**config.mk**
```make
export PLATFORM = sky130hd
export DESIGN_NAME = count_match_irq
export DESIGN_NICKNAME = d
export VERILOG_FILES = /design/src/rtl/count_match_irq.sv
export SDC_FILE = /design/constraint.sdc
export NUM_CORES = 1
export LEC_CHECK = 0
export CAP_MARGIN = 30
export CORE_ASPECT_RATIO = 0.8
export CORE_MARGIN = 1
export CORE_UTILIZATION = 45
export CTS_CLUSTER_SIZE = 24
export DETAILED_ROUTE_END_ITERATION = 10
export PLACE_DENSITY = 0.72
export SKIP_CTS_REPAIR_TIMING = 1
export SLEW_MARGIN = 10
export SYNTH_ARGS = -nofsm -noshare
export SYNTH_HDL_FRONTEND = slang
export SYNTH_SLANG_ARGS = --single-unit
```
**constraint.sdc**
```tcl
create_clock -name wb_clk_i -period 4.3 [get_ports wb_clk_i]
set_input_delay 0.86 -clock wb_clk_i [delete_from_list [all_inputs] [get_ports wb_clk_i]]
set_output_delay 0.86 -clock wb_clk_i [all_outputs]
set_load 0.03 [all_outputs]
```
**src/rtl/count_match_irq.sv**
```systemverilog
// count_match_irq: three Wishbone-programmed count comparators with sticky IRQs.
// Optional CAPTURE register built when COUNT_MATCH_IRQ_CAPTURE_EN is defined.
module count_match_irq #(
  parameter int unsigned BITS      = 30,
  parameter logic [31:0] BASE_ADDR = 32'h3000_0020
) (
  input  logic            wb_clk_i,
  input  logic            wb_rst_i,
  input  logic            wbs_cyc_i,
  input  logic            wbs_stb_i,
  input  logic            wbs_we_i,
  input  logic [3:0]      wbs_sel_i,
  input  logic [31:0]     wbs_dat_i,
  input  logic [31:0]     wbs_adr_i,
  output logic            wbs_ack_o,
  output logic [31:0]     wbs_dat_o,
  input  logic [BITS-1:0] count,
  output logic [2:0]      user_irq
);

  localparam logic [2:0] OFF_CMP0 = 3'd0;
  localparam logic [2:0] OFF_CMP1 = 3'd1;
  localparam logic [2:0] OFF_CMP2 = 3'd2;
  localparam logic [2:0] OFF_CTRL = 3'd3;
  localparam logic [2:0] OFF_STAT = 3'd4;
  localparam logic [2:0] OFF_CAPT = 3'd5;

  logic [BITS-1:0] r_cmp0;
  logic [BITS-1:0] r_cmp1;
  logic [BITS-1:0] r_cmp2;
  logic [2:0]      r_ie;
  logic            r_gie;
  logic [2:0]      r_status;
  logic [2:0]      r_eq_q;
  logic            r_ack;
  logic [31:0]     r_dat;

  logic            w_hit_win;
  logic            w_valid;
  logic            w_fire;
  logic            w_wr;
  logic [2:0]      w_off;
  logic [31:0]     w_bmask;
  logic [BITS-1:0] w_mask;
  logic [BITS-1:0] w_wdat;
  logic [2:0]      w_eq;
  logic [2:0]      w_hit;
  logic [2:0]      w_w1c;
  logic [31:0]     w_rdata;
  logic            w_unused;

  assign w_hit_win = wbs_adr_i[31:5] == BASE_ADDR[31:5];
  assign w_valid   = wbs_cyc_i & wbs_stb_i & w_hit_win;
  // the cycle that raises ack is the one that reads and writes
  assign w_fire    = w_valid & ~r_ack;
  assign w_wr      = w_fire & wbs_we_i;
  assign w_off     = wbs_adr_i[4:2];

  assign w_bmask = {{8{wbs_sel_i[3]}}, {8{wbs_sel_i[2]}},
                    {8{wbs_sel_i[1]}}, {8{wbs_sel_i[0]}}};
  assign w_mask  = w_bmask[BITS-1:0];
  assign w_wdat  = wbs_dat_i[BITS-1:0] & w_mask;

  assign w_eq[0] = count == r_cmp0;
  assign w_eq[1] = count == r_cmp1;
  assign w_eq[2] = count == r_cmp2;
  assign w_hit   = w_eq & ~r_eq_q;

  assign w_w1c = (w_wr && w_off == OFF_STAT && wbs_sel_i[0])
               ? wbs_dat_i[2:0] : 3'b000;

  assign w_unused = &{1'b0, wbs_adr_i[1:0], wbs_dat_i[31:BITS]};

`ifdef COUNT_MATCH_IRQ_CAPTURE_EN
  logic [BITS-1:0] r_capture;

  // latest count seen on a CMP0 rising match
  always_ff @(posedge wb_clk_i) begin
    if (wb_rst_i) begin
      r_capture <= '0;
    end else if (w_hit[0]) begin
      r_capture <= count;
    end
  end
`endif

  // register read mux, pre-write values
  always_comb begin
    w_rdata = 32'h0;
    case (w_off)
      OFF_CMP0: w_rdata = {{(32-BITS){1'b0}}, r_cmp0};
      OFF_CMP1: w_rdata = {{(32-BITS){1'b0}}, r_cmp1};
      OFF_CMP2: w_rdata = {{(32-BITS){1'b0}}, r_cmp2};
      OFF_CTRL: w_rdata = {28'h0, r_gie, r_ie};
      OFF_STAT: w_rdata = {29'h0, r_status};
`ifdef COUNT_MATCH_IRQ_CAPTURE_EN
      OFF_CAPT: w_rdata = {{(32-BITS){1'b0}}, r_capture};
`else
      OFF_CAPT: w_rdata = 32'h0;
`endif
      default:  w_rdata = 32'h0;
    endcase
  end

  // bus handshake and registered read data
  always_ff @(posedge wb_clk_i) begin
    if (wb_rst_i) begin
      r_ack <= 1'b0;
      r_dat <= 32'h0;
    end else begin
      r_ack <= w_fire;
      r_dat <= w_fire ? w_rdata : 32'h0;
    end
  end

  // compare values, byte-lane writes
  always_ff @(posedge wb_clk_i) begin
    if (wb_rst_i) begin
      r_cmp0 <= '0;
      r_cmp1 <= '0;
      r_cmp2 <= '0;
    end else if (w_wr) begin
      if (w_off == OFF_CMP0) r_cmp0 <= (r_cmp0 & ~w_mask) | w_wdat;
      if (w_off == OFF_CMP1) r_cmp1 <= (r_cmp1 & ~w_mask) | w_wdat;
      if (w_off == OFF_CMP2) r_cmp2 <= (r_cmp2 & ~w_mask) | w_wdat;
    end
  end

  // interrupt enables
  always_ff @(posedge wb_clk_i) begin
    if (wb_rst_i) begin
      r_ie  <= 3'b000;
      r_gie <= 1'b0;
    end else if (w_wr && w_off == OFF_CTRL && wbs_sel_i[0]) begin
      r_ie  <= wbs_dat_i[2:0];
      r_gie <= wbs_dat_i[3];
    end
  end

  // edge detect; reset high so a standing match does not fire
  always_ff @(posedge wb_clk_i) begin
    if (wb_rst_i) begin
      r_eq_q <= 3'b111;
    end else begin
      r_eq_q <= w_eq;
    end
  end

  // sticky status, a new hit beats a same-cycle clear
  always_ff @(posedge wb_clk_i) begin
    if (wb_rst_i) begin
      r_status <= 3'b000;
    end else begin
      r_status <= (r_status & ~w_w1c) | w_hit;
    end
  end

  // reset kills an in-flight ack immediately
  assign wbs_ack_o = r_ack & ~wb_rst_i;
  assign wbs_dat_o = wbs_ack_o ? r_dat : 32'h0;
  assign user_irq  = r_status & r_ie & {3{r_gie}};

endmodule

```
# --- Yosys cells after proc, flatten, opt, wreduce, memory -nomap -nowiden ---
# Index checks and enable logic that the tools add are counted.
totals:
  input_bits: 103
  reg_bits: 133
  output_inout_bits: 36
op_classes:
  n_bitwise: 23
  n_eq_ne: 8
  reduce_logical: 9
  muxes: 3
op_table:
  columns: ["operator", "n"]
  rows:
  - ["case mux 30 bit (5 select lines)", 1]
  - ["AND 30 bit", 4]
  - ["== test 30 bit", 3]
  - ["OR 30 bit", 3]
  - ["two-way mux 32 bit", 1]
  - ["NOT 30 bit", 1]
  - ["== test 27 x 25 -> 1 bit (second input constant)", 1]
  - ["AND 3 bit", 4]
  - ["== test 3 x 2 -> 1 bit (second input constant)", 2]
  - ["NOT 3 bit", 2]
  - ["AND reduction 2 bit", 3]
  - ["AND 1 bit", 5]
  - ["logical AND 1 bit", 4]
  - ["== test 3 x 1 -> 1 bit (second input constant)", 1]
  - ["== test 3 bit (second input constant)", 1]
  - ["zero test 3 bit", 1]
  - ["two-way mux 3 bit", 1]
  - ["NOT 1 bit", 3]
  - ["OR 3 bit", 1]
  - ["OR reduction 2 bit", 1]

# --- Depth between registers and ports, before layout ---
depth:
  ltp_word: 10
  ltp_mapped: 7
  mapped_depth_nobuf: 4

# --- Worst setup path after synthesis ---
# Ideal clock, no wire load.
synth_path:
  path_type: "input to output"
  startpoint: "input wb_rst_i"
  endpoint: "output wbs_dat_o[20]"
  required_time_ns: 3.440
  path_slack_ns: 1.606
  path_stages: 3
  t_arrival_ns: 1.834
  path_cell_list: "nor2b_1 -> clkbuf_1 -> and2_1"
synth_via:
  elab_chain_len: 3
synth_rtl:
  columns: ["element", "line", "text"]
  rows:
  - ["start, declared", "8", "input logic wb_rst_i,"]
  - ["NOT 1 bit", "159", "assign wbs_ack_o = r_ack & ~wb_rst_i;"]
  - ["AND 1 bit", "159", null]
  - ["via wbs_ack_o", "15", "output logic wbs_ack_o,"]
  - ["two-way mux 32 bit", "160", "assign wbs_dat_o = wbs_ack_o ? r_dat : 32'h0;"]
  - ["end, declared", "16", "output logic [31:0] wbs_dat_o,"]
# The timed path passes the listed nets, and every way through them passes these cells.

# --- Worst setup path after layout ---
layout_path:
  startpoint: "input wb_rst_i"
  endpoint: "output wbs_dat_o[10]"
layout_via:
  elab_chain_len: 3
layout_rtl:
  columns: ["element", "line"]
  rows:
  - ["NOT 1 bit", "159"]
  - ["AND 1 bit", "159"]
  - ["two-way mux 32 bit", "160"]
# Every way passes these cells.

==> metrics.yaml <==
synthTopCellsByArea: "dfxtp_1, mux2i_1, xor2_1"
whs_path_depth: 1
synthArstFlopShare: 0
cp.required_ns: 3.44
grt_usage: 0.2735
synth_warnings: 0
crit_fanout: 31
power_density_nw_per_um2: 324.1
drive_gt1_frac: 0.07348
cp-end-kind: "output port"
fmax_mhz: 325.0
ys_seq_area_frac: 0.3655
vias_per_cell: 5.652
rrSetupSlack_ns: 2.02
start_util: 0.4685
core_area_um2: 15310
synth_edf_count: 0
grt_antenna_before_repair: 0
critical_path.top_delay_family: "buffers and inverters"
ys_ff_latch: 131
design_area_um2: 9117
slowest_stage: "clkdlybuf4s50_1"
final_cells: 1081
worstSetupStartpointType: "primary input"
cts_tree: "done"
synth_area_um2: 7176
vias: 6110
tns_ns: 0
post-synth-top-area-cell: "dfxtp_1"
synth.avg_cell_area_um2: 9.529
drt_iter0_drc: 606
clk_path_buf_depth: 2
antenna_cells: 0
arrival_ns: 2.22
clockRootBuffer: "clkbuf_16"
finalHoldViolations: 0
slew_viol_final: 0
rr_startpoint: "r_ack"
routabilityCongestion: 0.9475
fin_crit_sh: 0.7156
placed_area_um2: 8498
nFillCells: 1293
path_depth: 5
die_w_um: 143.2
finalWirelength_um: 21830
dp.cells: 1049
critPathBufInv: 3
grt_max_degree: 131
cts_sinks: 131
cts.clk_slew.worst_paths_ns: 0.06
grt_pass1_wl_um: 33080
grt_pass1_vias: 5940
final.min_clock_period_ns: 3.077
r2r_cells: 4
rsz0062_at_grt: "no"
syn_to_final_growth_pct: 27.06
drt-wirelength-per-cell_um: 20.19
setup_viol_count_final: 0
endpoint: "wbs_dat_o[10]"
relSlewSlack: 0.4105
overflow: 0
hold_class: "reg -> reg"
io_buffers: 132
cts_made_buffers: 17
place_hpwl_um: 15370
pin_count: 139
post-route-drc-count: 0
row_count: 40
die_area_um2: 16460
startpoint: "wb_rst_i"
cap_violations: 0
crit_type: "in -> out"
synth_cells: 753
ant_nets: 0
worst_slew_pin_slew_ns: 0.8813
outcome: "complete, no violations"
fp.dieH_um: 114.9
cpPeakStageDelay_ns: 0.68
dr.pass1.iters: 5
synth.distinct_cells: 45
synth.top_cell.area_share: 0.3655
p_leak_uw: 0.003807
synth_flop_cell: "dfxtp_1"
htree_levels: 4
crit_chain: "buf_2 -> nor2b_1 -> buf_4 -> and2_1 -> clkdlybuf4s50_1"
ir_worst_vdd_v: 0.0002804
post-route-util: 0.5953
fin_skew_ns: 0.009358
clock_latency_ns: 0.43
final_nets: 962
## stage by stage
| step | power (µW) | hold slack (ns) | setup WS [ns] |
|---|---|---|---|
| floorplan | 1354 | 0.3973 | 1.606 |
| global placement | 1501 | 0.4076 | 0.9942 |
| detailed placement | 1505 | 0.4127 | 0.8582 |
| CTS | 2965 | 0.4203 | 1.209 |
| global route | 3041 | 0.4448 | 1.100 |
| finish | 2955 | 0.4187 | 1.223 |
## layout make-up
type	count	area (µm²)	area share
tap	210	262.8	0.02882
clock inverter	11	135.1	0.01482
sequential	131	2623	0.2876
clock buffer	20	456.7	0.05009
timing repair buffer	141	1399	0.1534
multi-input combinational	568	4242	0.4652
## worst reg2reg max path, cell delays in order (launching register included)
cell     delay (ns)
dfxtp_1        0.31
nor4_2         0.32
and4_2         0.59
and4_1         0.71
mux2i_1        0.27
## kinds of logic (layout without fill, tap and decap cells)
logic type	count (synthesis)	after routing	synth area share
multiplexers	97	97	0.1371
buffers and inverters	55	172	0.04411
AO/OA/AOI/OAI	98	98	0.08597
other	1	2	0.0005226
flip-flops	131	131	0.3655
AND/OR/NAND/NOR	281	281	0.2570
XOR/XNOR	90	90	0.1099
## synth_stat cells (3+ instances only)
cell / instances
dfxtp_1: 131
mux2i_1: 96
nand2b_1: 94
xor2_1: 90
nor2_1: 57
a21oi_1: 54
nand4_1: 34
and2_1: 33
o31ai_1: 28
clkbuf_1: 26
nor4_1: 23
buf_2: 11
nand4_4: 7
buf_6: 6
buf_1: 5
buf_4: 5
nor2b_1: 5
and4_1: 4
a41o_1: 3
and3_1: 3
nor4_2: 3
o21bai_1: 3
o41ai_1: 3
## where the power goes
part / switching [µW] / internal (µW)
logic: 139 / 130
registers: 0.430 / 1220
clock network: 539 / 930
## worst min-delay path by stage
stage | slack [ns] | to | startpoint
detailed placement | 0.41 | r_status[2] | r_eq_q[2]
global route | 0.44 | r_status[2] | r_eq_q[2]
floorplan | 0.40 | r_status[0] | r_eq_q[0]
global placement | 0.41 | r_status[1] | r_eq_q[1]
CTS | 0.42 | r_status[2] | r_eq_q[2]
finish | 0.42 | r_status[2] | r_eq_q[2]
## per-layer routing
metal | GRT usage | up-vias | part of all wire
li1 | - | 2860 | -
met1 | 0.3649 | 2926 | 0.44
met2 | 0.4016 | 281 | 0.44
met3 | 0.08580 | 43 | 0.095
met4 | 0.1269 | 0 | 0.027
met5 | 0 | - | 0
## cell usage in the layout (no fill, tap or decap), types with 5 or more instances in the layout
cell type	count
dfxtp_1	131
mux2i_1	96
nor4_1	23
buf_4	8
o31ai_1	28
and2_1	33
clkinv_2	6
clkbuf_16	17
nand4_4	7
clkdlybuf4s50_1	130
a21oi_1	54
nor2b_1	5
nand2b_1	94
nand4_1	34
nor2_1	57
xor2_1	90
(Power assumes the default switching activity.)
